File: src/rtl/uart_mem_loader_if.sv
// Byte-stream and RAM-port bundle between the UART loader and its neighbours.
// master is the loader side; slave is the UART/RAM side.
interface uart_mem_loader_if;
  logic [7:0]  rx_data;
  logic        rx_valid;
  logic [7:0]  tx_data;
  logic        tx_valid;
  logic        tx_ready;
  logic [12:0] ram_addr;
  logic [31:0] ram_wdata;
  logic        ram_we;
  logic [31:0] ram_rdata;

  modport master (
    input  rx_data, rx_valid, tx_ready, ram_rdata,
    output tx_data, tx_valid, ram_addr, ram_wdata, ram_we
  );

  modport slave (
    output rx_data, rx_valid, tx_ready, ram_rdata,
    input  tx_data, tx_valid, ram_addr, ram_wdata, ram_we
  );
endinterface

File: src/rtl/uart_mem_loader.sv
// Framed WRITE/READ/RUN command responder between the UART byte stream and the
// program RAM; answers with ACK/NAK and read data, and releases the core on RUN.
module uart_mem_loader #(
  parameter int CLK_FREQ   = 60000000,
  parameter int TIMEOUT_US = 1000
) (
  input  logic               clk,
  input  logic               rst,
  uart_mem_loader_if.master  bus,
  output logic               core_run,
  output logic               busy,
  output logic [7:0]         err_count
);

  localparam int TIMEOUT_CYC = CLK_FREQ / 1000000 * TIMEOUT_US;
  localparam int TW = $clog2(TIMEOUT_CYC + 1);
  localparam logic [TW-1:0] TMO_LAST = TW'(TIMEOUT_CYC - 1);

  localparam logic [7:0] BYTE_WRITE = 8'hA5;
  localparam logic [7:0] BYTE_READ  = 8'h5A;
  localparam logic [7:0] BYTE_RUN   = 8'hC3;
  localparam logic [7:0] BYTE_ACK   = 8'h06;
  localparam logic [7:0] BYTE_NAK   = 8'h15;

  typedef enum logic [2:0] {
    IDLE, ADDR_HI, ADDR_LO, DATA, CSUM, EXEC, RESP
  } state_e;

  typedef enum logic [1:0] {
    CMD_WRITE, CMD_READ, CMD_RUN
  } cmd_e;

  state_e        state_q, state_d;
  cmd_e          cmd_q, cmd_d;
  logic [7:0]    csum_q, csum_d;
  logic [4:0]    addr_hi_q, addr_hi_d;
  logic [1:0]    byte_cnt_q, byte_cnt_d;
  logic [1:0]    wait_cnt_q, wait_cnt_d;
  logic [31:0]   rd_word_q, rd_word_d;
  logic [2:0]    tx_left_q, tx_left_d;
  logic [7:0]    tx_data_q, tx_data_d;
  logic          tx_valid_q, tx_valid_d;
  logic [12:0]   ram_addr_q, ram_addr_d;
  logic [31:0]   ram_wdata_q, ram_wdata_d;
  logic          ram_we_q, ram_we_d;
  logic          core_run_q, core_run_d;
  logic [7:0]    err_count_q, err_count_d;
  logic [TW-1:0] tmo_cnt_q, tmo_cnt_d;
  logic          err_inc;
  logic          in_frame;

  always_ff @(posedge clk or posedge rst) begin
    if (rst) begin
      state_q     <= IDLE;
      cmd_q       <= CMD_WRITE;
      csum_q      <= '0;
      addr_hi_q   <= '0;
      byte_cnt_q  <= '0;
      wait_cnt_q  <= '0;
      rd_word_q   <= '0;
      tx_left_q   <= '0;
      tx_data_q   <= '0;
      tx_valid_q  <= 1'b0;
      ram_addr_q  <= '0;
      ram_wdata_q <= '0;
      ram_we_q    <= 1'b0;
      core_run_q  <= 1'b0;
      err_count_q <= '0;
      tmo_cnt_q   <= '0;
    end else begin
      state_q     <= state_d;
      cmd_q       <= cmd_d;
      csum_q      <= csum_d;
      addr_hi_q   <= addr_hi_d;
      byte_cnt_q  <= byte_cnt_d;
      wait_cnt_q  <= wait_cnt_d;
      rd_word_q   <= rd_word_d;
      tx_left_q   <= tx_left_d;
      tx_data_q   <= tx_data_d;
      tx_valid_q  <= tx_valid_d;
      ram_addr_q  <= ram_addr_d;
      ram_wdata_q <= ram_wdata_d;
      ram_we_q    <= ram_we_d;
      core_run_q  <= core_run_d;
      err_count_q <= err_count_d;
      tmo_cnt_q   <= tmo_cnt_d;
    end
  end

  assign in_frame = (state_q == ADDR_HI) || (state_q == ADDR_LO) ||
                    (state_q == DATA)    || (state_q == CSUM);

  always_comb begin
    state_d     = state_q;
    cmd_d       = cmd_q;
    csum_d      = csum_q;
    addr_hi_d   = addr_hi_q;
    byte_cnt_d  = byte_cnt_q;
    wait_cnt_d  = wait_cnt_q;
    rd_word_d   = rd_word_q;
    tx_left_d   = tx_left_q;
    tx_data_d   = tx_data_q;
    tx_valid_d  = tx_valid_q;
    ram_addr_d  = ram_addr_q;
    ram_wdata_d = ram_wdata_q;
    ram_we_d    = 1'b0;
    core_run_d  = core_run_q;
    tmo_cnt_d   = '0;
    err_inc     = 1'b0;

    // Timeout only fires on a silent cycle, so it never collides with a byte below.
    if (in_frame && !bus.rx_valid) begin
      if (tmo_cnt_q == TMO_LAST) begin
        state_d = IDLE;
        err_inc = 1'b1;
      end else begin
        tmo_cnt_d = tmo_cnt_q + 1'b1;
      end
    end

    case (state_q)
      IDLE: begin
        if (bus.rx_valid) begin
          csum_d = bus.rx_data;
          case (bus.rx_data)
            BYTE_WRITE: begin cmd_d = CMD_WRITE; state_d = ADDR_HI; end
            BYTE_READ:  begin cmd_d = CMD_READ;  state_d = ADDR_HI; end
            BYTE_RUN:   begin cmd_d = CMD_RUN;   state_d = CSUM;    end
            default:    csum_d = csum_q;
          endcase
        end
      end
      ADDR_HI: begin
        if (bus.rx_valid) begin
          addr_hi_d = bus.rx_data[4:0];
          csum_d    = csum_q ^ bus.rx_data;
          state_d   = ADDR_LO;
        end
      end
      ADDR_LO: begin
        if (bus.rx_valid) begin
          ram_addr_d = {addr_hi_q, bus.rx_data};
          csum_d     = csum_q ^ bus.rx_data;
          byte_cnt_d = '0;
          state_d    = (cmd_q == CMD_WRITE) ? DATA : CSUM;
        end
      end
      DATA: begin
        if (bus.rx_valid) begin
          ram_wdata_d = {ram_wdata_q[23:0], bus.rx_data};
          csum_d      = csum_q ^ bus.rx_data;
          byte_cnt_d  = byte_cnt_q + 2'd1;
          if (byte_cnt_q == 2'd3) state_d = CSUM;
        end
      end
      CSUM: begin
        if (bus.rx_valid) begin
          if (bus.rx_data == csum_q) begin
            state_d    = EXEC;
            wait_cnt_d = '0;
            ram_we_d   = (cmd_q == CMD_WRITE);
          end else begin
            tx_data_d  = BYTE_NAK;
            tx_valid_d = 1'b1;
            tx_left_d  = '0;
            err_inc    = 1'b1;
            state_d    = RESP;
          end
        end
      end
      EXEC: begin
        case (cmd_q)
          CMD_READ: begin
            // RAM registers both address and q, so data lands two cycles in.
            if (wait_cnt_q == 2'd2) begin
              rd_word_d  = bus.ram_rdata;
              tx_data_d  = BYTE_ACK;
              tx_valid_d = 1'b1;
              tx_left_d  = 3'd4;
              state_d    = RESP;
            end else begin
              wait_cnt_d = wait_cnt_q + 2'd1;
            end
          end
          default: begin
            core_run_d = core_run_q | (cmd_q == CMD_RUN);
            tx_data_d  = BYTE_ACK;
            tx_valid_d = 1'b1;
            tx_left_d  = '0;
            state_d    = RESP;
          end
        endcase
      end
      RESP: begin
        if (tx_valid_q && bus.tx_ready) begin
          if (tx_left_q != 3'd0) begin
            tx_data_d = rd_word_q[31:24];
            rd_word_d = {rd_word_q[23:0], 8'h00};
            tx_left_d = tx_left_q - 3'd1;
          end else begin
            tx_valid_d = 1'b0;
            state_d    = IDLE;
          end
        end
      end
      default: state_d = IDLE;
    endcase

    err_count_d = (err_inc && (err_count_q != 8'hFF)) ? err_count_q + 8'd1 : err_count_q;
  end

  assign bus.tx_data   = tx_data_q;
  assign bus.tx_valid  = tx_valid_q;
  assign bus.ram_addr  = ram_addr_q;
  assign bus.ram_wdata = ram_wdata_q;
  assign bus.ram_we    = ram_we_q;
  assign core_run      = core_run_q;
  assign busy          = (state_q != IDLE);
  assign err_count     = err_count_q;

endmodule
File: src/flat_wrapper.sv
// flat-port wrapper written by rule: the top's interface ports become plain ports
module uart_mem_loader_flat 
#(
  parameter int CLK_FREQ   = 60000000,
  parameter int TIMEOUT_US = 1000
)
  (clk, rst, core_run, busy, err_count, bus_rx_data, bus_rx_valid, bus_tx_ready, bus_ram_rdata, bus_tx_data, bus_tx_valid, bus_ram_addr, bus_ram_wdata, bus_ram_we);
  uart_mem_loader_if bus_i ();
  input  logic clk;
  input  logic rst;
  output logic core_run;
  output logic busy;
  output logic [7:0] err_count;
  input wire logic [$bits(bus_i.rx_data)-1:0] bus_rx_data;
  input wire logic [$bits(bus_i.rx_valid)-1:0] bus_rx_valid;
  input wire logic [$bits(bus_i.tx_ready)-1:0] bus_tx_ready;
  input wire logic [$bits(bus_i.ram_rdata)-1:0] bus_ram_rdata;
  output wire logic [$bits(bus_i.tx_data)-1:0] bus_tx_data;
  output wire logic [$bits(bus_i.tx_valid)-1:0] bus_tx_valid;
  output wire logic [$bits(bus_i.ram_addr)-1:0] bus_ram_addr;
  output wire logic [$bits(bus_i.ram_wdata)-1:0] bus_ram_wdata;
  output wire logic [$bits(bus_i.ram_we)-1:0] bus_ram_we;
  assign bus_i.rx_data = bus_rx_data;
  assign bus_i.rx_valid = bus_rx_valid;
  assign bus_i.tx_ready = bus_tx_ready;
  assign bus_i.ram_rdata = bus_ram_rdata;
  assign bus_tx_data = bus_i.tx_data;
  assign bus_tx_valid = bus_i.tx_valid;
  assign bus_ram_addr = bus_i.ram_addr;
  assign bus_ram_wdata = bus_i.ram_wdata;
  assign bus_ram_we = bus_i.ram_we;
  uart_mem_loader #(.CLK_FREQ(CLK_FREQ), .TIMEOUT_US(TIMEOUT_US)) u_core (.clk(clk), .rst(rst), .bus(bus_i), .core_run(core_run), .busy(busy), .err_count(err_count));
endmodule
File: config.mk
export PLATFORM = sky130hd
export DESIGN_NAME = uart_mem_loader_flat
export DESIGN_NICKNAME = d
export VERILOG_FILES = /design/src/rtl/uart_mem_loader_if.sv /design/src/rtl/uart_mem_loader.sv /design/src/flat_wrapper.sv
export SDC_FILE = /design/constraint.sdc
export NUM_CORES = 1
export LEC_CHECK = 0
export CAP_MARGIN = 30
export CORE_MARGIN = 5
export CORE_UTILIZATION = 59
export CTS_BUF_LIST = sky130_fd_sc_hd__clkbuf_8
export DETAILED_ROUTE_END_ITERATION = 8
export PLACE_DENSITY = 0.86
export SYNTH_ARGS = -nofsm -noshare
export SYNTH_HDL_FRONTEND = slang
export SYNTH_SLANG_ARGS = --single-unit
File: constraint.sdc
create_clock -name clk -period 6.5 [get_ports clk]
set_input_delay 0.65 -clock clk [delete_from_list [all_inputs] [get_ports clk]]
set_output_delay 0.65 -clock clk [all_outputs]
set_load 0.03 [all_outputs]
==> summary.md, run 1 <==
| Metric | Value |
|---|---|
| Slew margin rel. | 0.3725 |
| Ys async rst share | 1.000 |
| Internal power | approximately 2.0 mW |
| Crit path kind | register to register |
| WL per Instance | ~18 µm |
| CP Cell Sequence | nand3b_1 -> buf_4 -> or3_1 -> nand2_1 -> buf_4 -> nor2_1 -> a21oi_1 |
| Slew Viols, Final | 0 |
| DRT Wirelength | roughly 14000 µm |
| Hold Path End | u_core.core_run |
| Worst hold path class | register to register |
| RR Startpoint | u_core.state_q[2] |
| Critical Path Fanout Max | 40 |
| CP endpoint kind | register |
| Vias post-DR | approximately 4700 |
| Worst Setup SP | u_core.state_q[2] |
| Placer congestion estimate | a little under 0.9 |
| Mapped Nets | around 600 |
| CTS root buf | clkbuf_8 |
| Clk buf depth | 2 |
| # clock sinks | 137 |
| DRC | 0 |
| CP max stage cell | dfrtp_1 |
| Pwr Total | approximately 3.2 mW |
| Critical path's top delay family | simple AND/OR/NAND/NOR gates |
| Least-Margin Pin Slew | 937.1 ps |
| Die Width | ~110 µm |
| Synth Area in Simple Gates | 0.1344 |
| Dpl hpwl | 9804 µm |
| Worst IR drop on VDD | roughly 0.00026 V |
| Antenna Nets Post-Route | 0 |
| CTS Buf Count | 17 |
| Most common cell after layout, fill and taps aside | dfrtp_1 |
| Min-Delay Path Depth | 1 |
| Skew-Pair Late Insertion Delay | between 400 and 500 ps |
| Most frequent cells in the layout | dfrtp_1 (137), clkdlybuf4s50_1 (108), nor2_1 (60) |
| Chip Height | 113.3 µm |
| Number of diodes | 0 |
| Setup TNS | 0 ps |
| Ys flop type | dfrtp_1 |
| Mux share of post-synthesis cell area | 0.1431 |
| First-pass GRT wire length | about 23000 µm |
| Cell area after placement | approximately 0.0074 mm² |
| Endpoints failing hold | 0 |
| Psw | between 1 and 1.5 mW |
| Max-cap violations | 0 |
| Standard-cell rows | 37 |
| Core area | roughly 0.010 mm² |
| Post_cts resized | 0 |
| Synthesis-stage register bit count | approximately 140 |
| Post-Route Skew | ~10 ps |
| Final Setup Violations | 0 |
| Worst hold slack | 463.5 ps |
| Post-CTS setup buffers | 0 |
| Hold_sp | u_core.core_run |
| Post-Synth XOR/XNOR Area | 0.03897 |
| Pre-antenna DRT Iters | 5 |
| Final Net Count | between 700 and 800 |
| Critical Path RT | 6850 ps |
| CP most frequent cell | buf_4 |
| Worst-path clk slew | 70 ps |
| RSZ-0062 raised after global routing | false |
| Sw Share | 0.3715 |
| Fmax | ~0.35 GHz |
| Synth Area in Compound Gates | 0.09761 |
| Die area | between 0.01 and 0.015 mm² |
| Sequential power share | 0.411 |
| Post-Synthesis Cell Area | about 0.0063 mm² |
| FF-to-FF setup slack | between 3000 and 4000 ps |
| Area grow syn2layout | 24.95% |
| Non-filler cells, final | roughly 800 |
| Post-route cell area | 0.007864 mm² |
| Leakage | between 3 and 4 nW |
| Clock Power Share | 0.223 |
| Combinational share of power | 0.367 |
| Initial DRC count | between 300 and 400 |
| Unique cell type count in the Yosys netlist | between 60 and 70 |
| Inst Count DP | a little under 800 |
| Main combinational cell family by area after synthesis | multiplexers |
| Syn Inst Count | roughly 550 |
| RR Endpoint | u_core.rd_word_q[15] |
| Pwr Density | 404.2 mW/mm² |
| Post-Syn Area per Cell | approximately 11 µm² |
| Buffer and inverter count on the worst path | 2 |
| Arrival time at the worst endpoint | between 3000 and 4000 ps |
| CP Launch Type | register |
| Final worst-path cycle share | 0.4377 |
| Initial core utilization | 0.6069 |
| R2R cell count | 7 |
| Pin count of the biggest net entering global routing | 75 |
| Clock period minus worst slack | around 2800 ps |
| All-Layer GR Usage | 0.2260 |
| Number of global-route vias before repair | approximately 4700 |
| Post-CTS Hold Fix Bufs | 0 |
| Num ports | 109 |
| Synth Warn # | 0 |
| Vias/cell | 5.792 |
| Antenna violations before repair | 0 |
| Layout cells sized above 1 | 0.1542 |
| EDFF count, synth | 0 |
| IO buf count | about 110 |
| Max stage delay on crit path | approximately 730 ps |
| Status | finished, final reports clean |
| # H-tree levels | 4 |
| CTS tree | done |
| Congestion Overflow GR | 0 |
| Adder-Cell Fraction of Synth Area | 0.01193 |
| Seq/Total Area, Yosys | 0.5447 |
[cell families after synthesis]
| group | after synthesis |
|---|---|
| AOI/OAI and AO/OA | 93 |
| muxes | 82 |
| adders and majority gates | 6 |
| xor gates and xnor gates | 28 |
| DFF | 137 |
| buffers and inverters | 43 |
| and+or+nand+nor | 164 |
[power groups by stage]
stage,sequential (mW),clock (mW),combinational [mW]
2_1_floorplan,1.43,0,0.627
3_3_place_gp,1.30,0,1.12
3_5_place_dp,1.31,0,1.15
4_1_cts,1.30,0.719,1.17
5_1_grt,1.33,0.765,1.26
6_report,1.30,0.708,1.17
[area by class of cell]
class | instances | area (µm²)
Sequential cell | 137 | 3428
Multi-Input combinational cell | 373 | 2681
Fill cell | 675 | 2506
Timing Repair Buffer | 114 | 1126
Clock buffer | 17 | 234.0
Clock inverter | 15 | 173.9
Tap cell | 136 | 170.2
Inverter | 12 | 50.05
[sequential cells by signal (all words and copies together), names as in the netlist]
name and flops:
u_core.addr_hi_q 5, u_core.bus.ram_addr 13, u_core.bus.ram_wdata 32, u_core.bus.ram_we 1
u_core.bus.tx_data 8, u_core.bus.tx_valid 1, u_core.byte_cnt_q 2, u_core.cmd_q 2
u_core.core_run 1, u_core.csum_q 8, u_core.err_count 8, u_core.rd_word_q 32
u_core.state_q 3, u_core.tmo_cnt_q 16, u_core.tx_left_q 3, u_core.wait_cnt_q 2
[worst max path at each step]
stage                            end  slack (ps)  depth (start not counted)
2_1_floorplan    u_core.addr_hi_q[0]        2180                          1
3_3_place_gp   u_core.bus.tx_data[4]        3330                          6
3_5_place_dp     u_core.tx_left_q[2]        3270                          6
4_1_cts         u_core.rd_word_q[15]        3650                          7
5_1_grt         u_core.rd_word_q[15]        3460                          7
6_report        u_core.rd_word_q[15]        3650                          7
[metrics by stage]
stage | setup WS, ps | util
5_1_grt | 3458 | 0.7583
6_report | 3655 | 0.7583
3_5_place_dp | 3265 | 0.7183
2_1_floorplan | 2182 | -
3_3_place_gp | 3328 | 0.7175
4_1_cts | 3645 | 0.7576
[worst register-to-register path: stages (launching register included)]
cell and delay [ps]:
dfrtp_1 730, nand3b_1 140, buf_4 290, or3_1 600
nand2_1 320, buf_4 410, nor2_1 90, a21oi_1 180
[Yosys cell counts, types with 8 or more instances]
library cell	number	area (µm²)
xnor2_1	9	78.83
o21ai_0	13	65.06
nor2_1	60	225.2
dfrtp_1	137	3428
nand2_1	33	123.9
nand3_1	20	100.1
a311oi_1	8	70.07
xor2_1	19	166.4
a21oi_1	38	190.2
inv_1	12	45.04
clkbuf_1	20	75.07
mux2_2	53	596.8
mux2i_1	24	240.2
[metal layers]
layer,global-route usage,share of wire,vias to the layer above
li1,-,-,2185
met1,0.2920,0.43,2309
met2,0.3768,0.50,145
met3,0.06150,0.056,18
met4,0.06410,0.011,0
met5,0,0,-
(Power assumes the default switching activity.)
==> run 2: changes to the inputs <==
--- a/config.mk
+++ b/config.mk
@@ -7,10 +7,10 @@
 export LEC_CHECK = 0
 export CAP_MARGIN = 30
 export CORE_MARGIN = 5
-export CORE_UTILIZATION = 59
+export CORE_UTILIZATION = 50
 export CTS_BUF_LIST = sky130_fd_sc_hd__clkbuf_8
 export DETAILED_ROUTE_END_ITERATION = 8
-export PLACE_DENSITY = 0.86
+export PLACE_DENSITY = 0.77
 export SYNTH_ARGS = -nofsm -noshare
 export SYNTH_HDL_FRONTEND = slang
 export SYNTH_SLANG_ARGS = --single-unit
==> constraint.sdc (replaced) <==
create_clock -name clk -period 2.3 [get_ports clk]
set_input_delay 0.23 -clock clk [delete_from_list [all_inputs] [get_ports clk]]
set_output_delay 0.23 -clock clk [all_outputs]
set_load 0.03 [all_outputs]
==> summary.md, run 2 (synthesized netlist as in run 1, its figures left out) <==
| Metric | Value |
|---|---|
| Status | finished, final reports clean |
| Final Setup Violations | 0 (unchanged) |
| Die Width | 122.2 µm (+7.9%) |
| Worst-path clk slew | 70 ps (about the same) |
| Critical Path RT | 2630 ps (-4220 ps) |
| All-Layer GR Usage | 0.1977 (-0.02836) |
| Congestion Overflow GR | 0 (unchanged) |
| Number of diodes | 0 (unchanged) |
| Slew Viols, Final | 0 (unchanged) |
| IO buf count | 108 (unchanged) |
| Slew margin rel. | 0.5223 (+0.1498) |
| Initial core utilization | 0.5049 (-0.1020) |
| CP endpoint kind | register |
| Least-Margin Pin Slew | 711.0 ps (-226.0 ps) |
| Vias post-DR | 4751 (+2.0%) |
| Final Net Count | 737 (+4.5%) |
| Internal power | 6.047 mW (+200%) |
| Final worst-path cycle share | 0.9072 (+0.4694) |
| Num ports | 109 (unchanged) |
| # clock sinks | 137 (unchanged) |
| Fmax | 0.4793 GHz (+36%) |
| Standard-cell rows | 41 (+11%) |
| DRT Wirelength | 13960 µm (-1.4%) |
| CTS Buf Count | 17 (unchanged) |
| Vias/cell | 5.448 (-5.9%) |
| Antenna violations before repair | 0 (unchanged) |
| Core area | 0.01247 mm² (+20%) |
| Post-Route Skew | 7.590 ps (-2.889 ps) |
| Non-filler cells, final | 872 (+8.5%) |
| Post-CTS setup buffers | 0 (unchanged) |
| # H-tree levels | 4 (unchanged) |
| Area grow syn2layout | 30.74% |
| DRC | 0 (unchanged) |
| Psw | 3.279 mW (+180%) |
| Worst hold path class | input pin to register |
| Pwr Total | 9.326 mW (+190%) |
| Crit path kind | register to register |
| Skew-Pair Late Insertion Delay | 440 ps (about the same) |
| Initial DRC count | 299 (-5.7%) |
| Setup TNS | 0 ps (unchanged) |
| Inst Count DP | 840 (+8.9%) |
| Critical Path Fanout Max | 22 (-45%) |
| Clock period minus worst slack | 2086 ps (-758.9 ps) |
| Die area | 0.01493 mm² (+16%) |
| Pin count of the biggest net entering global routing | 138 (+84%) |
| Pre-antenna DRT Iters | 5 (unchanged) |
| Sequential power share | 0.379 (-0.032) |
| Dpl hpwl | 9829 µm (+0.25%) |
| WL per Instance | 16.01 µm (-9.1%) |
| CTS root buf | clkbuf_8 |
| Endpoints failing hold | 0 (unchanged) |
| Max-cap violations | 0 (unchanged) |
| Sw Share | 0.3516 (-0.01990) |
| Combinational share of power | 0.383 (+0.016) |
| Arrival time at the worst endpoint | 2410 ps (-790 ps) |
| Clock Power Share | 0.238 (+0.015) |
| CP Launch Type | register |
| Clk buf depth | 2 (unchanged) |
| CTS tree | done |
| Placer congestion estimate | 0.8435 (-3.9%) |
| Most frequent cells in the layout | dfrtp_1 (137), clkdlybuf4s50_1 (107), nor2_1 (60) |
| Most common cell after layout, fill and taps aside | dfrtp_1 |
| Layout cells sized above 1 | 0.1886 (+0.03438) |
| Pwr Density | 1133 mW/mm² (+180%) |
| Antenna Nets Post-Route | 0 (unchanged) |
| Worst IR drop on VDD | 0.0007704 V (+200%) |
| First-pass GRT wire length | 23320 µm (+0.69%) |
| Number of global-route vias before repair | 4763 (+0.80%) |
| Chip Height | 122.2 µm (+7.9%) |
| Post-CTS Hold Fix Bufs | 0 (unchanged) |
| RSZ-0062 raised after global routing | false |
| Leakage | 3.815 nW (+5.5%) |
-- run 2: cell count changes in the layout (fill, tap and decap cells not counted), moves of 2 or more --
cell      previous run  this run
buf_4                6        36
clkbuf_8            17        23
clkinv_2             5         1
clkinv_4             3         0
inv_1               11        14
inv_6                3         0
buf_12               0         2
-- run 2: metal layers --
layer,GRT usage,vias up,wire [µm]
met4,0.07628,0,236
met2,0.3180,129,6811
met3,0.05339,25,838
li1,-,2245,-
met1,0.2566,2352,6072
met5,0,-,0
-- run 2: critical path, cell delays in order, from the launching register on --
cell	delay, ps
dfrtp_1	400
buf_4	210
and3b_1	250
nand2_1	150
o311a_1	220
o211ai_1	220
buf_4	250
mux2_2	270
-- run 2: power groups by stage --
stage,combinational [mW],clock [mW],sequential [mW]
after floorplan,1.77,0,4.05
after global placement,3.48,0,3.54
after detailed placement,3.58,0,3.57
after CTS,3.60,2.27,3.54
after global routing,3.86,2.39,3.62
final,3.57,2.22,3.54
-- run 2: worst paths after layout --
kind / depth (start not counted) / slack [ps] / endpoint / from
min reg2reg: 1 / 480 / u_core.core_run / u_core.core_run
min in group asynchronous: 3 / 360 / u_core.bus.ram_wdata[29] / rst
max: 7 / 210 / u_core.tx_left_q[0] / u_core.state_q[0]
min: 3 / 320 / u_core.rd_word_q[2] / bus_ram_rdata[2]
max in group asynchronous: 3 / 1410 / u_core.bus.ram_addr[0] / rst
max reg2reg: 7 / 210 / u_core.tx_left_q[0] / u_core.state_q[0]
-- run 2: final cells by class --
type                            count  area, µm²
Sequential cell                   137       3428
Tap cell                          172      215.2
Timing Repair Buffer              146       1394
Clock inverter                      9      143.9
Inverter                           12      48.80
Clock buffer                       23      316.6
Multi-Input combinational cell    373       2681
Fill cell                         943       4238
-- run 2: timing repair --
action,4_1_cts,5_1_grt
hold endpoints to repair,0,0
gates resized for setup,0,1
endpoints found under the setup margin,0,1
-- run 2: stage by stage --
stage	area, µm²	setup WS (ps)	utilization	hold slack [ps]
CTS	8225	6.311	0.6598	289.0
finish	8228	213.5	0.6600	323.6
floorplan	6297	263.3	-	333.8
global placement	7765	-28.74	0.6229	463.9
global route	8228	79.31	0.6600	310.4
detailed placement	7765	-106.6	0.6229	467.4
